<file path="src/rtl/timer_irq_src_if.sv">
`default_nettype none
// ============================================================================
// Module    : timer_irq_src_if
// Purpose   : Register-bus bundle between the system bridge and the
//             timer_irq_src countdown timer.
// Signals   : addr  - word offset (0=CTRL, 1=PRESET, 2=COUNT, 3=unmapped)
//             we    - write enable, write commits at the rising clock edge
//             din   - write data
//             dout  - combinational read data for addr
//             irq   - interrupt request to the CPU
// Modports  : master - bridge / CPU side, drives addr/we/din
//             slave  - timer side, drives dout/irq
// Revision  : 1.0 - initial release
// ============================================================================
interface timer_irq_src_if #(
   parameter int DW = 32
);
   logic [1:0]    addr;
   logic          we;
   logic [DW-1:0] din;
   logic [DW-1:0] dout;
   logic          irq;

   modport master (
      output addr,
      output we,
      output din,
      input  dout,
      input  irq
   );

   modport slave (
      input  addr,
      input  we,
      input  din,
      output dout,
      output irq
   );
endinterface
`default_nettype wire

</file>
<file path="src/rtl/timer_irq_src.sv">
`default_nettype none
// ============================================================================
// Module    : timer_irq_src
// Purpose   : Memory-mapped countdown timer driving the CPU interrupt line.
//             One-shot and periodic auto-reload modes with an interrupt mask.
// Ports     : clk    - system clock, all state changes on the rising edge
//             reset  - asynchronous, active-high reset
//             bus    - timer_irq_src_if.slave register bus
//                      (addr, we, din -> in; dout, irq -> out)
// Registers : 0 CTRL   [0] EN, [2:1] MODE (01 periodic, else one-shot),
//                      [3] IM (1 = unmasked); bits 31:4 read 0
//             1 PRESET reload value, read/write
//             2 COUNT  current count, read-only
//             3 unmapped, reads 0, writes ignored
// Revision  : 1.0 - initial release
// ============================================================================
module timer_irq_src #(
   parameter int DW = 32
) (
   input  wire logic     clk,
   input  wire logic     reset,
   timer_irq_src_if.slave bus
);

   // -------------------------------------------------------------------------
   // Constants
   // -------------------------------------------------------------------------
   localparam logic [1:0] c_st_idle = 2'd0;
   localparam logic [1:0] c_st_load = 2'd1;
   localparam logic [1:0] c_st_cnt  = 2'd2;
   localparam logic [1:0] c_st_int  = 2'd3;

   localparam logic [1:0] c_addr_ctrl   = 2'd0;
   localparam logic [1:0] c_addr_preset = 2'd1;
   localparam logic [1:0] c_addr_count  = 2'd2;

   localparam logic [1:0] c_mode_periodic = 2'b01;

   localparam logic [DW-1:0] c_one = {{(DW-1){1'b0}}, 1'b1};

   // -------------------------------------------------------------------------
   // State
   // -------------------------------------------------------------------------
   logic [1:0]    r_state;
   logic [1:0]    w_state_nxt;
   logic [3:0]    r_ctrl;
   logic [DW-1:0] r_preset;
   logic [DW-1:0] r_count;
   logic          r_irq_flag;

   // -------------------------------------------------------------------------
   // Decoded control fields and bus write strobes
   // -------------------------------------------------------------------------
   logic w_en;
   logic w_periodic;
   logic w_im;
   logic w_wr_ctrl;
   logic w_wr_preset;
   logic w_cnt_le1;

   assign w_en        = r_ctrl[0];
   assign w_periodic  = (r_ctrl[2:1] == c_mode_periodic);
   assign w_im        = r_ctrl[3];
   assign w_wr_ctrl   = bus.we && (bus.addr == c_addr_ctrl);
   assign w_wr_preset = bus.we && (bus.addr == c_addr_preset);
   // A count of 0 (PRESET=0) expires exactly like 1, so no wrap is possible.
   assign w_cnt_le1   = (r_count <= c_one);

   // -------------------------------------------------------------------------
   // FSM: state register
   // -------------------------------------------------------------------------
   always_ff @(posedge clk or posedge reset) begin
      if (reset) begin
         r_state <= c_st_idle;
      end else begin
         r_state <= w_state_nxt;
      end
   end

   // -------------------------------------------------------------------------
   // FSM: next-state logic. Decisions use the pre-edge CTRL value, so a CTRL
   // write landing on the same edge is only seen one cycle later.
   // -------------------------------------------------------------------------
   always_comb begin
      w_state_nxt = r_state;
      case (r_state)
         c_st_idle: begin
            if (w_en) begin
               w_state_nxt = c_st_load;
            end
         end
         c_st_load: begin
            w_state_nxt = c_st_cnt;
         end
         c_st_cnt: begin
            if (!w_en) begin
               w_state_nxt = c_st_idle;
            end else if (w_cnt_le1) begin
               w_state_nxt = c_st_int;
            end
         end
         c_st_int: begin
            // Periodic mode reloads unless software has dropped EN meanwhile.
            if (w_periodic && w_en) begin
               w_state_nxt = c_st_load;
            end else begin
               w_state_nxt = c_st_idle;
            end
         end
         default: begin
            w_state_nxt = c_st_idle;
         end
      endcase
   end

   // -------------------------------------------------------------------------
   // FSM: output decode
   // -------------------------------------------------------------------------
   logic w_load;          // copy PRESET into COUNT
   logic w_dec;           // decrement COUNT
   logic w_fire;          // COUNT expired: zero it and raise the flag
   logic w_oneshot_done;  // one-shot expiry: auto-clear EN
   logic w_period_done;   // periodic expiry: drop the flag after one cycle

   always_comb begin
      w_load         = 1'b0;
      w_dec          = 1'b0;
      w_fire         = 1'b0;
      w_oneshot_done = 1'b0;
      w_period_done  = 1'b0;
      case (r_state)
         c_st_load: begin
            w_load = 1'b1;
         end
         c_st_cnt: begin
            if (w_en) begin
               w_fire = w_cnt_le1;
               w_dec  = !w_cnt_le1;
            end
         end
         c_st_int: begin
            w_oneshot_done = !w_periodic;
            w_period_done  = w_periodic;
         end
         default: begin
         end
      endcase
   end

   // -------------------------------------------------------------------------
   // CTRL: a software write takes priority over the one-shot EN auto-clear,
   // so re-arming on the expiry edge is never lost.
   // -------------------------------------------------------------------------
   always_ff @(posedge clk or posedge reset) begin
      if (reset) begin
         r_ctrl <= 4'd0;
      end else if (w_wr_ctrl) begin
         r_ctrl <= bus.din[3:0];
      end else if (w_oneshot_done) begin
         r_ctrl[0] <= 1'b0;
      end
   end

   // -------------------------------------------------------------------------
   // PRESET: only sampled at LOAD, so updates mid-count affect the next reload.
   // -------------------------------------------------------------------------
   always_ff @(posedge clk or posedge reset) begin
      if (reset) begin
         r_preset <= '0;
      end else if (w_wr_preset) begin
         r_preset <= bus.din;
      end
   end

   // -------------------------------------------------------------------------
   // COUNT: read-only from the bus; holds in IDLE and INT.
   // -------------------------------------------------------------------------
   always_ff @(posedge clk or posedge reset) begin
      if (reset) begin
         r_count <= '0;
      end else if (w_load) begin
         r_count <= r_preset;
      end else if (w_fire) begin
         r_count <= '0;
      end else if (w_dec) begin
         r_count <= r_count - c_one;
      end
   end

   // -------------------------------------------------------------------------
   // Interrupt flag: set on expiry; a CTRL or PRESET write acknowledges it;
   // in periodic mode it self-clears after a single cycle.
   // -------------------------------------------------------------------------
   always_ff @(posedge clk or posedge reset) begin
      if (reset) begin
         r_irq_flag <= 1'b0;
      end else if (w_fire) begin
         r_irq_flag <= 1'b1;
      end else if (w_wr_ctrl || w_wr_preset || w_period_done) begin
         r_irq_flag <= 1'b0;
      end
   end

   assign bus.irq = r_irq_flag & w_im;

   // -------------------------------------------------------------------------
   // Read mux: purely combinational, no side effects.
   // -------------------------------------------------------------------------
   always_comb begin
      bus.dout = '0;
      case (bus.addr)
         c_addr_ctrl:   bus.dout[3:0] = r_ctrl;
         c_addr_preset: bus.dout      = r_preset;
         c_addr_count:  bus.dout      = r_count;
         default:       bus.dout      = '0;
      endcase
   end

endmodule
`default_nettype wire

</file>
<file path="src/flat_wrapper.sv">
// flat-port wrapper written by rule: the top's interface ports become plain ports
module timer_irq_src_flat 
#(
   parameter int DW = 32
)
  (clk, reset, bus_addr, bus_we, bus_din, bus_dout, bus_irq);
  timer_irq_src_if #(.DW(DW)) bus_i ();
  input  wire logic clk;
  input  wire logic reset;
  input wire logic [$bits(bus_i.addr)-1:0] bus_addr;
  input wire logic [$bits(bus_i.we)-1:0] bus_we;
  input wire logic [$bits(bus_i.din)-1:0] bus_din;
  output wire logic [$bits(bus_i.dout)-1:0] bus_dout;
  output wire logic [$bits(bus_i.irq)-1:0] bus_irq;
  assign bus_i.addr = bus_addr;
  assign bus_i.we = bus_we;
  assign bus_i.din = bus_din;
  assign bus_dout = bus_i.dout;
  assign bus_irq = bus_i.irq;
  timer_irq_src #(.DW(DW)) u_core (.clk(clk), .reset(reset), .bus(bus_i));
endmodule
</file>
<file path="config.mk">
export PLATFORM = sky130hd
export DESIGN_NAME = timer_irq_src_flat
export DESIGN_NICKNAME = d
export VERILOG_FILES = /design/src/rtl/timer_irq_src_if.sv /design/src/rtl/timer_irq_src.sv /design/src/flat_wrapper.sv
export SDC_FILE = /design/constraint.sdc
export NUM_CORES = 1
export LEC_CHECK = 0
export CAP_MARGIN = 20
export CELL_PAD_IN_SITES_DETAIL_PLACEMENT = 1
export CELL_PAD_IN_SITES_GLOBAL_PLACEMENT = 2
export CORE_ASPECT_RATIO = 1.5
export CORE_MARGIN = 2
export CORE_UTILIZATION = 36
export CTS_BUF_LIST = sky130_fd_sc_hd__clkbuf_8 sky130_fd_sc_hd__clkbuf_16
export CTS_CLUSTER_SIZE = 30
export DETAILED_ROUTE_END_ITERATION = 8
export PLACE_DENSITY = 0.92
export SYNTH_ARGS = -nofsm -noshare
export SYNTH_HDL_FRONTEND = slang
export SYNTH_SLANG_ARGS = --single-unit
</file>
<file path="constraint.sdc">
create_clock -name clk -period 3.83 [get_ports clk]
set_clock_uncertainty 0.2 [all_clocks]
set_input_delay 0.383 -clock clk [delete_from_list [all_inputs] [get_ports clk]]
set_output_delay 0.383 -clock clk [all_outputs]
set_load 0.02 [all_outputs]
</file>
* Word level (Yosys, flattened, before mapping)
Cells that the tools add are included.
Cells by class: $add $sub $neg 1, reductions and logical operators 13, mux-type cells 21, $lt $le $gt $ge 1, bitwise operators 1, equality and inequality tests 8
Operator list (count):
- $mux 32 | 3
- $pmux 28 s2 | 1
- $le 32x1->1 const B | 1
- $sub 32x1->32 const B | 1
- $mux 1 | 12
- $pmux 4 s3 | 1
- $pmux 2 s4 | 1
- $eq 2x1->1 const B | 3
- $eq 2x2->1 const B | 3
- $mux 2 | 3
- $logic_not 2->1 | 2
- $reduce_bool 2->1 | 2
- $logic_and 1x1->1 | 3
- $ne 3x3->1 const B | 1
- $reduce_bool 3->1 | 1
- $logic_not 1->1 | 2
- $logic_or 1x1->1 | 2
- $ne 2x1->1 const B | 1
- $reduce_and 2->1 | 1
- $and 1x1->1 | 1
Word-level totals: output and inout bits 33, bits in registers 71, input port bits 37

* Logic depth before layout (Yosys ltp)
word-level depth 7, depth in mapped cells 8, mapped depth without buffers 7

* Worst setup path before layout
No wires, ideal clock.
kind register to register, start point register u_core.r_count[13], end point register u_core.r_count[20], path slack 1523 ps, cell stages (with the launch flop) 7, data arrival time 1985 ps, setup time 123 ps, required time 3507 ps, path through dfrtp_1 or4_4 or3_1 buf_6 o311a_2 a31oi_1 nand2_1
Between the ends: longest elaborated chain between the ends 5, elaborated cells between the ends (all ways) 11, those cells by class add/sub: 1; order compare: 1; mux: 7; reduce/logical: 2
Ends and longest elaborated chain:
- from (decl) | line timer_irq_src.sv:48 | logic [DW-1:0] r_count;
- from (signal assigned) | line timer_irq_src.sv:182 | r_count <= r_preset;
- from (signal assigned) | line timer_irq_src.sv:186 | r_count <= r_count - c_one;
- $le 32x1->1 | line timer_irq_src.sv:67 | assign w_cnt_le1 = (r_count <= c_one);
- $mux 1 or $logic_not 1->1 (tied branches) | line timer_irq_src.sv:136, timer_irq_src.sv:138
- $mux 1 (on tied branches) | line timer_irq_src.sv:131, timer_irq_src.sv:136
- $mux 32 or $mux 1 (tied branches) | line timer_irq_src.sv:183, timer_irq_src.sv:131
- $mux 32 or $reduce_bool 3->1 (tied branches)
Parallel ways exist; a longest one is shown, timed or not. The select of a mux whose other input is x is not followed. A chain may end at the register's enable or synchronous reset.

* Final worst setup path
start point input bus_addr[0], end point output bus_dout[14]
Between the ends: longest elaborated chain between the ends 2, elaborated cells between the ends (all ways) 3, those cells by class eq/ne: 2; mux: 1
Ends and longest elaborated chain:
- from (decl) | line flat_wrapper.sv:10 | input wire logic [$bits(bus_i.addr)-1:0] bus_addr;
- $eq 2x2->1 or $eq 2x1->1 (tied branches) | line timer_irq_src.sv:211 | case (bus.addr)
- $pmux 28 s2 * | line timer_irq_src.sv:211
- to (decl) | line flat_wrapper.sv:13 | output wire logic [$bits(bus_i.dout)-1:0] bus_dout;
Mark *: on every way between the ends. The rest lies on a longest branch, timed or not.

==> qor.yml <==
port_buffers: 69
pre_cts_slack_ps: 614
seqPwrFrac: 0.396
post-cts-setup-buffer-count: 0
max_cap_violations: 0
leakagePower_nw: 2.03
dr_total_vias: 3629
cts_tree: "yes"
yosys_warnings: 0
ff2ff_path_depth: 5
finalCritPeriodShare: 0.828
wl_per_cell_um: 19.7
first_global_vias: 3964
grt_pass1_wl_mm: 20.6
topRoutingLayerUsed: "met4"
root_buffer: "clkbuf_16"
grt_usage: 0.211
holdBufCountCts: 0
clkSlewWorstSetupHoldPaths_ps: 60
cp_data_arrival_time_ps: 2590
post-route-drc-count: 0
critPathRequiredTime_ps: 3250
grt_max_degree: 35
p_int_mw: 2.07
combinationalPowerShare: 0.336
layout.nets: 527
row_count: 48
antennaDiodeCount: 0
hold_path_class: "input pin to async pin"
numPlacedInstances: 623
hold_viol: 0
syn_to_final_growth_pct: 28.4
netlist.top_cell.by_area: "dfrtp_1"
startpoint_type: "input pin"
die_x_um: 91.7
synth_cell_types: 55
h-tree-depth: 3
cellPowerDensity_nw_per_um2: 627
dpl.hpwl_mm: 8.99
ys.flop_type: "dfrtp_1"
final.setup.tns_ps: 0
rsz0062_at_grt: "false"
ys_ff_latch: 71
cts_buffers: 9
synthCells: 414
overflow: 0
critPathKind: "input pin to primary output"
power_switching_mw: 1.27
ant_nets: 0
seq_area_frac_synth: 0.428
slew_viol_final: 0
synth_edf_count: 0
wl_met3_um: 283
num_io_pins: 70
syn_area_per_cell_um2: 10.0
dr.pass1.iters: 4
crit_fanout: 20
wl_mm: 12.6
setup_viol: 0
dieHeight_um: 136
wl_met2_mm: 6.89
core-area_um2: 11400
endpoint_kind: "primary output"
max_freq_mhz: 315
async_reset_ff_frac: 1.00
cts_resized: 0
yosys-top-cells-area: "dfrtp_1, mux2_2, a22oi_1, nor2b_1, nand2_1"
max-vdd-ir-drop_mv: 0.254
final_cell_mix: "dfrtp_1, clkdlybuf4s50_1, nand2_1"
p_sw_frac: 0.381
start_util: 0.366
fill_cells: 1285
clkLatencyLatePin_ps: 340
p_clk_frac: 0.268
m1WireLength_mm: 5.01
synth_fp_nets: 457
drive_gt1_frac: 0.168
worst_slack_ps: 658
cts_sinks: 71
worstMarginPinSlew_ps: 818
via_per_inst: 5.68
status: "finished clean"
syn_area_um2: 4150
antenna_found_initial: 0
clockBufferDepth: 2
fin_crit_ps: 3170
gp_congestion: 0.863
slew_headroom: 0.453
yosys.area.top_type_share: 0.428
die-area_um2: 12400
final_common_cell: "dfrtp_1"
layoutNonFillerInstCount: 639
drtIter0Drc: 231
-- power by group through the flow --
stage / Combinational, mW / Clock, mW / Sequential, mW
4_1_cts: 1.13 / 0.916 / 1.31
2_1_floorplan: 0.807 / 0 / 1.21
5_1_grt: 1.24 / 0.941 / 1.36
3_3_place_gp: 1.08 / 0 / 1.30
3_5_place_dp: 1.12 / 0 / 1.32
6_report: 1.12 / 0.896 / 1.32
-- worst paths after layout --
check	from	end	slack (ps)
max	bus_addr[0]	bus_dout[14]	660
min	reset	u_core.r_preset[21]$_DFFE_PP0P_	120
max reg2reg	u_core.r_count[25]$_DFFE_PP0P_	u_core.r_count[5]$_DFFE_PP0P_	1070
min reg2reg	u_core.r_preset[27]$_DFFE_PP0P_	u_core.r_count[27]$_DFFE_PP0P_	320
max in group asynchronous	reset	u_core.r_count[28]$_DFFE_PP0P_	2560
min in group clk	u_core.r_preset[27]$_DFFE_PP0P_	u_core.r_count[27]$_DFFE_PP0P_	320
-- state kept, by name (all words and copies together) (netlist names) --
signal             cells
u_core.r_ctrl          4
u_core.r_count        32
u_core.r_irq_flag      1
u_core.r_preset       32
u_core.r_state         2
-- kinds of logic (layout without fill, tap and decap cells) --
logic type,count (synthesis),in the layout,share of synthesized area
fa+ha+maj,6,6,0.0181
compound gates,92,92,0.160
buf+inv,31,106,0.0374
simple gates,160,160,0.221
flops,71,71,0.428
mux,36,36,0.0974
xor+xnor,18,18,0.0380
-- final cells by class --
| class | count | area [µm²] | share of cell area |
|---|---|---|---|
| inverters | 8 | 30.0 | 0.00564 |
| well taps | 150 | 188 | 0.0352 |
| multi-input cells | 312 | 2220 | 0.416 |
| repair buffers | 82 | 801 | 0.150 |
| clock inverters | 7 | 88.8 | 0.0167 |
| clock buffers | 9 | 225 | 0.0423 |
| flip-flops and latches | 71 | 1780 | 0.333 |
-- critical path, cell delays in order --
cell,delay [ps]
clkdlybuf4s50_1,460
inv_1,110
ha_1,520
buf_12,230
a22oi_1,90
nor2b_1,140
clkdlybuf4s50_1,630
-- cell usage after synthesis, drive strengths merged, types with 3 or more instances --
| library cell | instances |
|---|---|
| dfrtp | 71 |
| nand2 | 40 |
| mux2 | 35 |
| a22oi | 33 |
| nor2b | 30 |
| nor2 | 20 |
| o21ai | 16 |
| nor3 | 14 |
| clkbuf | 13 |
| nor4 | 12 |
| o31ai | 10 |
| xor2 | 10 |
| a21oi | 8 |
| buf | 8 |
| inv | 8 |
| nand3 | 8 |
| nand4 | 8 |
| xnor2 | 8 |
| a31oi | 6 |
| ha | 6 |
| a211oi | 5 |
| or3 | 5 |
| or4 | 5 |
| a222oi | 4 |
| o211ai | 4 |
| or2 | 4 |
| and2 | 3 |
| and3 | 3 |
| nand2b | 3 |
-- metrics by stage --
| stage | hold WS [ps] | util | instance area, µm² | power (mW) |
|---|---|---|---|---|
| after floorplan | 264 | - | 4150 | 2.02 |
| final | 119 | 0.469 | 5330 | 3.34 |
| after CTS | 122 | 0.469 | 5330 | 3.36 |
| after global routing | 158 | 0.469 | 5330 | 3.54 |
| after detailed placement | 307 | 0.442 | 5010 | 2.44 |
| after global placement | 284 | 0.442 | 5010 | 2.38 |
-- layer usage --
| layer | vias up | track usage |
|---|---|---|
| met3 | 23 | 0.0301 |
| li1 | 1672 | - |
| met4 | 0 | 0.0985 |
| met2 | 67 | 0.390 |
| met1 | 1867 | 0.237 |
| met5 | - | 0 |
Power figures use the tool's default switching activity.
